### config.mk
export PLATFORM = sky130hd
export DESIGN_NAME = mem_arbiter
export DESIGN_NICKNAME = d
export VERILOG_FILES = /design/src/rtl/mem_arb_pkg.sv /design/src/rtl/mem_arb_pick.sv /design/src/rtl/mem_arbiter.sv
export SDC_FILE = /design/constraint.sdc
export NUM_CORES = 1
export LEC_CHECK = 0
export BUFFER_PORTS_ARGS = -buffer_cell sky130_fd_sc_hd__buf_2
export CAP_MARGIN = 0
export CELL_PAD_IN_SITES_DETAIL_PLACEMENT = 0
export CELL_PAD_IN_SITES_GLOBAL_PLACEMENT = 1
export CORE_ASPECT_RATIO = 1.2
export CORE_MARGIN = 5
export CORE_UTILIZATION = 33
export DETAILED_ROUTE_END_ITERATION = 8
export GPL_ROUTABILITY_DRIVEN = 0
export PLACE_DENSITY = 0.9
export REMOVE_ABC_BUFFERS = 1
export SETUP_SLACK_MARGIN = 0.5
export SLEW_MARGIN = 20
export SYNTH_ARGS = -nofsm -noshare
export SYNTH_HDL_FRONTEND = slang
export SYNTH_HIERARCHICAL = 1
export SYNTH_SLANG_ARGS = --single-unit
### constraint.sdc
create_clock -name clk -period 1.9 [get_ports clk]
set_clock_uncertainty 0.2 [all_clocks]
set_input_delay 0.57 -clock clk [delete_from_list [all_inputs] [get_ports clk]]
set_output_delay 0.57 -clock clk [all_outputs]
set_load 0.02 [all_outputs]
### src/rtl/mem_arb_pkg.sv
// mem_arb_pkg: shared state encodings, requester IDs and default widths for the memory arbiter.
package mem_arb_pkg;
  localparam int DEFAULT_ADDR_W = 16;
  localparam int DEFAULT_DATA_W = 8;
  typedef enum logic [1:0] {IDLE, ISSUE, COMPLETE} state_t;
  typedef enum logic {REQ_CPU = 1'b0, REQ_DMA = 1'b1} req_id_t;
endpackage

### src/rtl/mem_arb_pick.sv
// mem_arb_pick: combinational winner select; MEM_ARB_ROUND_ROBIN_EN selects round robin over fixed CPU priority.
module mem_arb_pick
  import mem_arb_pkg::*;
(
`ifdef MEM_ARB_ROUND_ROBIN_EN
  input  req_id_t last,
`endif
  input  logic    cpu_req,
  input  logic    dma_req,
  output logic    any,
  output req_id_t win
);
  always_comb begin
    any = cpu_req | dma_req;
`ifdef MEM_ARB_ROUND_ROBIN_EN
    win = (cpu_req && dma_req) ? (last == REQ_CPU ? REQ_DMA : REQ_CPU) : (cpu_req ? REQ_CPU : REQ_DMA);
`else
    win = cpu_req ? REQ_CPU : REQ_DMA;
`endif
  end
endmodule

### src/rtl/mem_arbiter.sv
// mem_arbiter: shares one memory between CPU and DMA, one registered transaction per 3 cycles (MEM_ARB_ROUND_ROBIN_EN: round robin).
module mem_arbiter
  import mem_arb_pkg::*;
#(
  parameter int ADDR_W = DEFAULT_ADDR_W,
  parameter int DATA_W = DEFAULT_DATA_W
) (
  input  logic              clk,
  input  logic              reset,
  input  logic              cpu_req,
  input  logic              cpu_wr,
  input  logic [ADDR_W-1:0] cpu_addr,
  input  logic [DATA_W-1:0] cpu_wdata,
  output logic              cpu_gnt,
  output logic              cpu_done,
  output logic [DATA_W-1:0] cpu_rdata,
  input  logic              dma_req,
  input  logic              dma_wr,
  input  logic [ADDR_W-1:0] dma_addr,
  input  logic [DATA_W-1:0] dma_wdata,
  output logic              dma_gnt,
  output logic              dma_done,
  output logic [DATA_W-1:0] dma_rdata,
  output logic              mem_enable,
  output logic [ADDR_W-1:0] mem_address,
  output logic              mem_wr_enable,
  output logic [DATA_W-1:0] mem_wr_data,
  input  logic [DATA_W-1:0] mem_rd_data
);
  state_t  state, state_n;
  req_id_t owner, win;
  logic    any;
  mem_arb_pick u_pick (
`ifdef MEM_ARB_ROUND_ROBIN_EN
    .last    (owner),
`endif
    .cpu_req (cpu_req),
    .dma_req (dma_req),
    .any     (any),
    .win     (win)
  );
  always_ff @(posedge clk)
    if (reset) state <= IDLE;
    else state <= state_n;
  always_comb
    state_n = state == IDLE ? (any ? ISSUE : IDLE) : state == ISSUE ? COMPLETE : IDLE;
  // owner doubles as the last-winner pointer; it resets to DMA so CPU wins the first tie
  always_ff @(posedge clk) begin
    if (reset) begin
      owner         <= REQ_DMA;
      cpu_gnt       <= 1'b0;
      dma_gnt       <= 1'b0;
      cpu_done      <= 1'b0;
      dma_done      <= 1'b0;
      cpu_rdata     <= '0;
      dma_rdata     <= '0;
      mem_enable    <= 1'b0;
      mem_wr_enable <= 1'b0;
      mem_address   <= '0;
      mem_wr_data   <= '0;
    end else begin
      cpu_gnt  <= 1'b0;
      dma_gnt  <= 1'b0;
      cpu_done <= 1'b0;
      dma_done <= 1'b0;
      if (state == IDLE && any) begin
        owner         <= win;
        cpu_gnt       <= win == REQ_CPU;
        dma_gnt       <= win == REQ_DMA;
        mem_enable    <= 1'b1;
        mem_wr_enable <= win == REQ_CPU ? cpu_wr : dma_wr;
        mem_address   <= win == REQ_CPU ? cpu_addr : dma_addr;
        mem_wr_data   <= win == REQ_CPU ? cpu_wdata : dma_wdata;
      end
      if (state == COMPLETE) begin
        cpu_done      <= owner == REQ_CPU;
        dma_done      <= owner == REQ_DMA;
        mem_enable    <= 1'b0;
        mem_wr_enable <= 1'b0;
        if (!mem_wr_enable && owner == REQ_CPU) cpu_rdata <= mem_rd_data;
        if (!mem_wr_enable && owner == REQ_DMA) dma_rdata <= mem_rd_data;
      end
    end
  end
endmodule
Yosys cells after proc, flatten, opt, wreduce, memory -nomap -nowiden
Cells that the tools add are included.
- $add $sub $neg: 0
- multiply operators: 0
- divide/modulo/power cells: 0
- $lt $le $gt $ge: 0
- equality and inequality tests: 2
- shifts and indexed selects: 0
- multiplexer cells: 7
- bitwise gates (word level): 4
- reduce and logical (&&, ||, !) cells: 10
- operators with widths (kind ; number):
    16-bit two-way mux ; 1
    8-bit two-way mux ; 1
    2-bit OR reduction ; 3
    2-bit two-way mux ; 2
    2-bit AND reduction ; 2
    1-bit logical AND ; 3
    1-bit two-way mux ; 3
    1-bit inverter ; 3
    2-bit by 1-bit equality test with 1-bit output (second input constant) ; 1
    2-bit equality test (second input constant) ; 1
    2-bit zero test ; 1
    1-bit zero test ; 1
    1-bit bitwise OR ; 1
- bits in registers: 49
- latch bits: 0
- bits in writable memories: 0
- bits in read-only memories: 0
- input bits: 62
- output and inout bits: 46
- word-level logic and storage cells: 35
- memories kept: 0

Depth between registers and ports, before layout
Gate-level depths: netlist of the first run.
- depth in word-level cells: 4
- mapped depth: 5
- mapped depth without buffers: 3

By module
Netlist of the first run, hierarchy kept.
- by module, submodules not included (module ; times used ; cells each ; area an instance (um^2)):
    mem_arbiter ; 1 ; 200 ; 2135.8
    mem_arb_pick ; 1 ; 2 ; 10.0

Worst setup path before layout of the first run
No wires, ideal clock.
- kind: input -> register
- start point: input reset
- end point: register owner
- library setup time: 0.117 ns
- arrival time: 1.534 ns
- path slack: 0.049 ns
- stages: 4
- path buffers: 2
- cells stage by stage: clkbuf_1 > or4b_4 > buf_6 > o22a_1
- RTL lines (item ; RTL line ; source):
    from (decl) ; mem_arbiter.sv:9 ; input logic reset,
    to (signal assigned) ; mem_arbiter.sv:67 ; owner <= win;
    to (decl) ; mem_arbiter.sv:31 ; req_id_t owner, win;

Worst setup path after layout of the first run
- start point: input cpu_req
- end point: register mem_wr_enable
- cells in the longest elaborated chain, start to end: 2
- elaborated cells between the ends (all ways): 3
- ends and longest elaborated chain (item ; RTL line ; source):
    from (decl) ; mem_arbiter.sv:10 ; input logic cpu_req,
    1-bit bitwise OR ; mem_arb_pick.sv:14 ; any = cpu_req | dma_req;
    named net any ; mem_arbiter.sv:32 ; logic any;
    1-bit logical AND ; mem_arbiter.sv:66 ; if (state == IDLE && any) begin
    to (signal assigned) ; mem_arbiter.sv:71 ; mem_wr_enable <= win == REQ_CPU ? cpu_wr : dma_wr;
    to (decl) ; mem_arbiter.sv:26 ; output logic mem_wr_enable,
The timed path passes the listed nets, and every way through them passes these cells.
A chain may end at the register's enable or synchronous reset.

==> results.md, run 1 <==
- P_leak: about 1.6 nW
- Die Area: just over 8000 um2
- Dpl cell area: approximately 2800 um2
- Non-filler instance count after layout: 415
- Ant diodes: 0
- Period utilisation layout: approximately 80%
- Status: complete, no violations
- Overflow after GRT: 0
- Min-Delay Path Class: flip-flop to flip-flop
- Clk root buf: clkbuf_8
- Vias in the first global route: roughly 1,900
- Unique masters post-synth: 22
- Adder-cell area share of the yosys netlist: 0%
- Crit-path cells: buf_6, or2_4, or4b_4, buf_12, o32ai_1
- Die H: 98.3 um
- Required @ worst endpoint: approximately 1900 ps
- First-pass GRT wire length: just under 9000 um
- Largest family of logic cells by synthesized area: multiplexers
- Drt pass-1 iters: 4
- H-tree depth: 2
- Multiplexer area fraction after synthesis: between 10% and 20%
- Placeable Area: roughly 6400 um2
- Setup crit start kind: input port
- Nets@finish: a little under 400
- Total Wirelength: ~5600 um
- Synth warn: 6
- Worst Setup SP: cpu_req
- Row count: 32
- CP Buf/Inv Count: 2
- Netlist Area Pre-Place: 2150 um2
- I/O pin count: around 110
- DRC violations left: 0
- Worst skew pair latency: between 200 and 300 ps
- Average cell area after synthesis: between 10 and 15 um2
- Max-Cap Viols: 0
- Slowest Stage Delay on Critical Path: roughly 500 ps
- Simple-gate portion of the synthesized area: a little under a fifth
- Initial antenna violation count: 0
- Crit Reg-Reg Startpoint: state[1]
- Normalized max-slew margin: about 80%
- Worst-path clk slew: roughly 90 ps
- Final number of hold-violating endpoints: 0
- ANT nets after route: 0
- Tot Pwr: between 0.002 and 0.003 W
- Synth Register Bits: between 40 and 50
- Max Slew Vio Count: 0
- Post-synthesis instance total: 202
- Die W: around 84 um
- Final setup viols: 0
- Complex-gate fraction of the synthesized area: between 10% and 20%
- Most frequent cells in the layout: 59 x buf_2, 52 x buf_6, 49 x nand2b_1
- Worst Setup End Kind: flip-flop
- Seq/Total Area, Yosys: a little under half
- Area delta synth->final: 63.5%
- Fmax: between 0.6 and 0.7 GHz
- Arr. time, crit path: about 1600 ps
- Xor/xnor cell area share of the yosys netlist: 0%
- Hold_sp: cpu_rdata[5]
- Worst Tran Pin Value: about 290 ps
- RSZ-0062 raised after global routing: yes
- CTS Sinks: between 40 and 50
- Via-to-Cell Ratio: between 4 and 5
- CP max FO: 25
- Iteration-0 DRC Markers: 34
- I/O Buffers: approximately 110
- WL/cell: between 10 and 15 um
- Fin crit period: between 1500 and 2000 ps
- Crit Path Class: input port to flip-flop
- CP max stage cell: or4b_4
- PD cells: 746 nW/um2
- HPWL after DPL: approximately 3700 um
- Hold-fix buffers at CTS: 0
- Crit path max-delay family: simple AND/OR/NAND/NOR gates
- Initial Util: around 34%
- Area of all placed cells without fillers: about 3500 um2
- Largest net degree at the start of global routing: 35
- Max VDD drop: about 0.41 mV
- CTS tree: yes
- DR vias: 1,895
- Clock buffer depth: 2
- Placed Instances: roughly 390
- Layout cell share with drive strength beyond 1: roughly 64%
- TritonCTS Buffers: 5
- Most common cell after layout, fill and taps aside: buf_2
- Total GRT Usage: between 10% and 20%
kinds of logic after synthesis:
family                 Yosys count
muxes                           41
DFF                             49
and+or+nand+nor                 60
AOI/OAI and AO/OA               28
buffers and inverters           24
power breakdown:
group | leakage (nW) | internal, W | switching (W)
logic | 1.13 | 0.000331 | 0.000269
registers | 0.421 | 0.00111 | 0.0000518
clock network | 0.0681 | 0.000523 | 0.000335
registers in the layout (all words and copies together), names as in the netlist:
name / cells
state: 2
cpu_done: 1
cpu_rdata: 8
mem_wr_enable: 1
dma_done: 1
dma_gnt: 1
cpu_gnt: 1
dma_rdata: 8
mem_wr_data: 8
owner: 1
mem_address: 16
mem_enable: 1
worst min-delay path: stages, from the launching register on:
cell and delay (ps):
dfxtp_2 340, nand2b_1 60, mux2i_1 50
worst paths after layout:
kind / to / slack, ps / depth (start not counted)
max reg2reg: mem_wr_enable / 370 / 3
max: mem_wr_enable / 340 / 5
min: cpu_rdata[5] / 280 / 2
min reg2reg: cpu_rdata[5] / 280 / 2
metal layers:
layer | GRT usage (%) | vias to the layer above | wire, um | part of all wire (%)
met3 | 4.89 | 6 | 451 | 8.1
met4 | 3.71 | 0 | 63 | 1.1
met5 | 0 | - | 0 | 0
met1 | 14.5 | 860 | 2300 | 41
li1 | - | 956 | - | -
met2 | 22.6 | 73 | 2770 | 50
synthesized netlist by cell type:
cell type / n / area, um2
nor3b_2: 1 / 12.5
mux2i_1: 41 / 410
a221oi_1: 1 / 8.76
o22ai_2: 7 / 87.6
or4b_4: 1 / 13.8
buf_2: 8 / 40.0
nand4bb_1: 1 / 11.3
nor4b_1: 2 / 17.5
nor2_2: 2 / 12.5
dfxtp_1: 49 / 981
o32ai_1: 1 / 8.76
or2_1: 1 / 6.26
o22a_1: 1 / 8.76
buf_6: 3 / 33.8
o21ba_2: 1 / 10.0
o22ai_1: 17 / 106
nor4bb_1: 1 / 10.0
nand2b_1: 49 / 307
inv_1: 6 / 22.5
nor3_1: 1 / 5.00
clkbuf_1: 7 / 26.3
or2_2: 1 / 6.26
per-stage QoR:
step | TNS [ps] | worst slack (ps) | hold slack [ps] | utilization (%)
floorplan | -10300 | -371 | 249 | -
global placement | 0 | 32.5 | 259 | 44.2
detailed placement | -69.7 | -20.2 | 259 | 44.2
CTS | 0 | 303 | 280 | 52.9
global route | 0 | 306 | 303 | 55.1
finish | 0 | 341 | 282 | 55.1
repair_timing:
action,4_1_cts,5_1_grt
resized for setup,144,9
setup endpoints to repair,83,83
setup buffers,7,14
pin swaps,0,1
area by class of cell:
cell class | instances | area, um2
clock buffers | 5 | 68.8
clock inverters | 3 | 65.1
fillers | 556 | 2860
inverters | 6 | 22.5
multi-input cells | 129 | 1080
flip-flops and latches | 49 | 1050
well taps | 85 | 106
repair buffers | 138 | 1120
(Power assumes the default switching activity.)
==> inputs of run 2 (changes only) <==
- CORE_UTILIZATION: 33 -> 30
- PLACE_DENSITY: 0.9 -> 0.87
- clock period: 1.9 -> 1.3 ns (I/O delays scaled with it)
==> run 2 against run 1 <==
Combinational power rose by 54%. The run now ends with setup timing left. Clock-buffer cell count rose by 2. Worst setup slack got worse by 540 ps. Total power rose by 34%. Hold slack got worse by 110 ps. Global-route usage rose by 0.11 points. Design area rose by 1.6%. Final cell count rose by 1.9%. Sequential power rose by 47%. Non-clock buffer count rose by 7.
==> results.md, run 2 (synthesis results as in run 1) <==
- Worst Tran Pin Value: approximately 280 ps
- CTS Sinks: 49
- Detail Route met2 WL: roughly 2900 um
- Via-to-Cell Ratio: between 4 and 5
- Total Wirelength: between 5000 and 6000 um
- Initial Util: 31.1%
- Worst-path clk slew: approximately 90 ps
- Max Slew Vio Count: 0
- Period utilisation layout: 116%
- Die Area: 8950 um2
- Ant diodes: 0
- Clk root buf: clkbuf_8
- Met3 WL: 526 um
- Drt pass-1 iters: 4
- Most common cell after layout, fill and taps aside: buf_2
- Fin crit period: 1500 ps
- P_leak: 1.65 nW
- Largest net degree at the start of global routing: 29
- I/O Buffers: ~110
- Placed Instances: 394
- Layout cell share with drive strength beyond 1: 64.6%
- Setup ws final: -202 ps
- Max-Cap Viols: 0
- Max reg flops: 16
- CP max FO: 21
- Fin util: 51.7%
- Placeable Area: approximately 7000 um2
- Largest Register: mem_address
- Die H: around 100 um
- Vias in the first global route: between 1,500 and 2,000
- Setup TNS: -6450 ps
- PD cells: 986 nW/um2
- Tot Pwr: 0.00352 W
- Final number of hold-violating endpoints: 0
- H-tree depth: 2
- Hold-fix buffers at CTS: 0
- Worst skew pair latency: 290 ps
- First-pass GRT wire length: 9160 um
- Die W: approximately 87 um
- TritonCTS Buffers: 5
- ANT nets after route: 0
- Top Metal Used: met4
- Final setup viols: between 90 and 100
- RSZ-0062 raised after global routing: yes
- WL/cell: ~14 um
- Overflow after GRT: 0
- DRC violations left: 0
- Failing checks: setup timing
- Arr. time, crit path: around 1500 ps
- Iteration-0 DRC Markers: between 40 and 50
- Setup crit start kind: flip-flop
- Area of all placed cells without fillers: 3570 um2
- Min-Delay Path Class: input port to flip-flop
- CTS tree: yes
- Filler Cell Count: between 600 and 700
- Initial antenna violation count: 0
- M1 WL: between 2000 and 2500 um
- Most frequent cells in the layout: 61 x buf_2, 52 x buf_6, 49 x nand2b_1
- I/O pin count: 108
- HPWL after DPL: ~4000 um
- Fmax: 0.666 GHz
- Normalized max-slew margin: between 80% and 90%
- DR vias: 1,936
- Worst Setup End Kind: flip-flop
- Area delta synth->final: 66.2%
- Required @ worst endpoint: about 1300 ps
- Non-filler instance count after layout: 423
- Nets@finish: a little under 400
- Row count: 33
- Status: finished with violations
- Max VDD drop: ~0.44 mV
- Dpl cell area: between 2000 and 3000 um2
- Total GRT Usage: between 10% and 20%
- Clock buffer depth: 2
- Crit Path Class: flip-flop to flip-flop
-- run 2: worst paths after layout --
check / startpoint / endpoint / slack (ps) / cells past startpoint
worst max-delay path: state[0] / mem_address[7] / -200 / 3
worst min-delay path: cpu_addr[5] / mem_address[5] / 170 / 3
worst max register to register: state[0] / mem_address[7] / -200 / 3
worst min register to register: mem_enable / mem_enable / 270 / 2
-- run 2: where the power goes --
group          switching [W]  internal [W]  leakage (nW)  total [W]
logic               0.000411      0.000514          1.19   0.000925
clock network       0.000473      0.000423        0.0443   0.000896
registers          0.0000737       0.00162         0.420    0.00170
total               0.000958       0.00256          1.65    0.00352
-- run 2: repair_timing --
| action | 4_1_cts | 5_1_grt |
|---|---|---|
| gates cloned | 1 | 0 |
| resized for setup | 146 | 10 |
| pin swaps | 3 | 1 |
| buffers inserted | 13 | 8 |
| setup endpoints to repair | 95 | 95 |
-- run 2: through the flow --
step	setup WS (ps)	hold slack (ps)
final	-202	168
after detailed placement	-411	259
after global routing	-224	177
after floorplan	-971	249
after global placement	-384	258
after CTS	-157	151
-- run 2: critical path, stage by stage (launching register included) --
cell	delay, ps
dfxtp_1	320
or4b_4	560
buf_12	190
o22ai_1	150
-- run 2: area by class of cell --
type	count	area (um2)	area share, %
clock buffers	7	86.3	2.42
inverters	6	22.5	0.632
multi-input cells	129	1100	30.8
flip-flops and latches	49	1040	29.2
well taps	87	109	3.05
repair buffers	145	1210	33.9
-- run 2: layer usage --
layer,up-vias,track usage [%]
met5,-,0
met4,0,4.25
met3,11,3.84
met2,86,22.4
met1,876,15.4
li1,963,-
==> inputs of run 3 (changes only) <==
- CORE_ASPECT_RATIO: 1.2 -> 1.1
==> run 3 against run 2 <==
The run still ends with setup timing left. Maximum frequency down 10%. Total power up 8.1%. Critical path depth up 1. Global-route usage up 0.30 points. Design area up 3.8%. Sequential power about the same. Non-clock buffer count down 8. Via count down 2.6%. Core utilization up 1.1 points. Hold slack worse by 6.6 ps. Largest cell class is now multi-input gates. Largest power group unchanged.
==> results.md, run 3 (synthesis results as in run 1) <==
- Layout cell share with drive strength beyond 1: between 70% and 80%
- Worst R2R End: mem_address[1]
- Fmax: between 0.5 and 0.6 GHz
- Clock buffer depth: 2
- Area of all placed cells without fillers: ~3700 um2
- Crit Reg-Reg Startpoint: state[0]
- Ant diodes: 0
- Row count: 32
- DR vias: 1,886
- Sw Pwr: around 0.0011 W
- Max Slew Vio Count: 0
- P_leak: ~1.7 nW
- RSZ-0062 raised after global routing: yes
- Crit Path Class: flip-flop to flip-flop
- Internal: roughly 0.0027 W
- Worst Tran Pin Value: around 320 ps
- Overflow after GRT: 0
- R2R cell count: 4
- Crit-path cells: buf_6, or4b_4, buf_16, o22ai_2
- Largest net degree at the start of global routing: 30
- Clock network fraction of design power: 28.7%
- Nets@finish: 391
- CP max FO: 9
- Failing checks: setup timing
- Hold EP: mem_address[4]
- Min-Delay Path Class: input port to flip-flop
- I/O pin count: between 100 and 150
- Sw frac: 27.8%
- Via-to-Cell Ratio: between 4 and 5
- Placeable Area: 7010 um2
- I/O Buffers: roughly 110
- Total GRT Usage: a little over an eighth
- Reg-to-reg setup timing slack: -370 ps
- Drt pass-1 iters: 2
- Hold_sp: cpu_addr[4]
- CTS tree: yes
- H-tree depth: 2
- Hold-critical path depth: 3
- Initial antenna violation count: 0
- Die W: 90.6 um
- Worst skew pair latency: between 200 and 300 ps
- Vias in the first global route: a little over 2,000
- Final setup viols: 91
- Final number of hold-violating endpoints: 0
- Max VDD drop: 0.561 mV
- PD cells: 1030 nW/um2
- First-pass GRT wire length: around 10000 um
- CP max stage cell: or4b_4
- Max reg flops: 16
- Fin util: between 50% and 60%
- Largest Register: mem_address
- Most common cell after layout, fill and taps aside: buf_2
- DRC violations left: 0
- Dpl cell area: 2820 um2
- Worst-path clk slew: 90 ps
- CTS Sinks: 49
- Hold-fix buffers at CTS: 0
- Setup ws final: -369 ps
- Status: finished with violations
- Most frequent cells in the layout: 61 x buf_2, 53 x buf_6, 48 x nand2b_1
- Seq pwr share: around 45%
- Worst Setup End Kind: flip-flop
- Die H: between 90 and 100 um
- Combinational Power Share: 26.9%
- Fin crit period: about 1700 ps
- Period utilisation layout: 128%
- TritonCTS Buffers: 5
- Max-Cap Viols: 0
- Required @ worst endpoint: between 1000 and 1500 ps
- Setup WS pre-CTS: -880 ps
- Normalized max-slew margin: between 70 and 80%
- Area delta synth->final: 72.5%
- WL/cell: roughly 15 um
- Slowest Stage Delay on Critical Path: 650 ps
- Die Area: between 8000 and 9000 um2
- Initial Util: approximately 31%
- ANT nets after route: 0
- Arr. time, crit path: roughly 1700 ps
- Setup crit start kind: flip-flop
- Iteration-0 DRC Markers: 25
- Clk root buf: clkbuf_8
- Total Wirelength: between 6000 and 7000 um
- Tot Pwr: approximately 0.0038 W
- HPWL after DPL: between 3000 and 4000 um
==> run 3: changes by cell type in the layout (fill, tap and decap cells not counted), sizes merged <==
cell    before  now
bufbuf       1    0
clkbuf       7    6
clkinv       0    1
nor3b        1    2
buf        144  137
bufinv       0    1
==> run 3: how the worst max path moves through the flow <==
stage,start,end,slack (ps),depth (start not counted)
5_1_grt,state[0],mem_wr_enable,-400,4
2_1_floorplan,state[1],cpu_rdata[0],-970,2
4_1_cts,state[0],mem_wr_data[4],-340,4
3_5_place_dp,cpu_req,mem_wr_data[5],-880,4
6_report,state[0],mem_address[1],-370,4
3_3_place_gp,cpu_req,mem_address[10],-840,4
==> run 3: timing repair <==
action,in CTS,in global routing
gates cloned,4,0
endpoints found under the setup margin,95,95
pin swaps,7,2
setup buffers,10,4
gates resized for setup,155,29
==> run 3: power by group through the flow <==
stage                     clock (W)  sequential (W)  combinational (W)
after global routing        0.00120         0.00171            0.00109
after CTS                   0.00113         0.00169           0.000948
after global placement            0         0.00169           0.000687
after floorplan                   0         0.00181           0.000263
final                       0.00109         0.00169            0.00102
after detailed placement          0         0.00169           0.000698
==> run 3: worst max-delay path, delay by kind of cell, from the launching register on <==
family / cells / cell delay (ps)
and+or+nand+nor: 1 / 650
buffers and inverters: 2 / 310
DFF: 1 / 350
AOI/OAI and AO/OA: 1 / 90
==> run 3: metal layers <==
layer  global-route usage [%]  up-vias  routed length (um)
met1                     15.1      847                2370
met5                        0        -                   0
li1                         -      952                   -
met4                     4.24        0                 116
met3                     4.81       10                 541
met2                     23.1       77                2990
==> run 3: per-stage QoR <==
stage,setup TNS [ps],hold WS [ps],std cells
final,-14440,162,415
after global routing,-18090,156,415
after CTS,-14870,152,411
after detailed placement,-24970,264,389
after global placement,-23790,258,389
after floorplan,-27610,249,184
==> run 3: area by class of cell <==
| cell class | count | area [um2] |
|---|---|---|
| fillers | 608 | 3300 |
| multi-input cells | 130 | 1260 |
| repair buffers | 137 | 1150 |
| flip-flops and latches | 49 | 1050 |
| well taps | 85 | 106 |
| clock buffers | 6 | 72.6 |
| clock inverters | 2 | 38.8 |
| inverters | 6 | 22.5 |
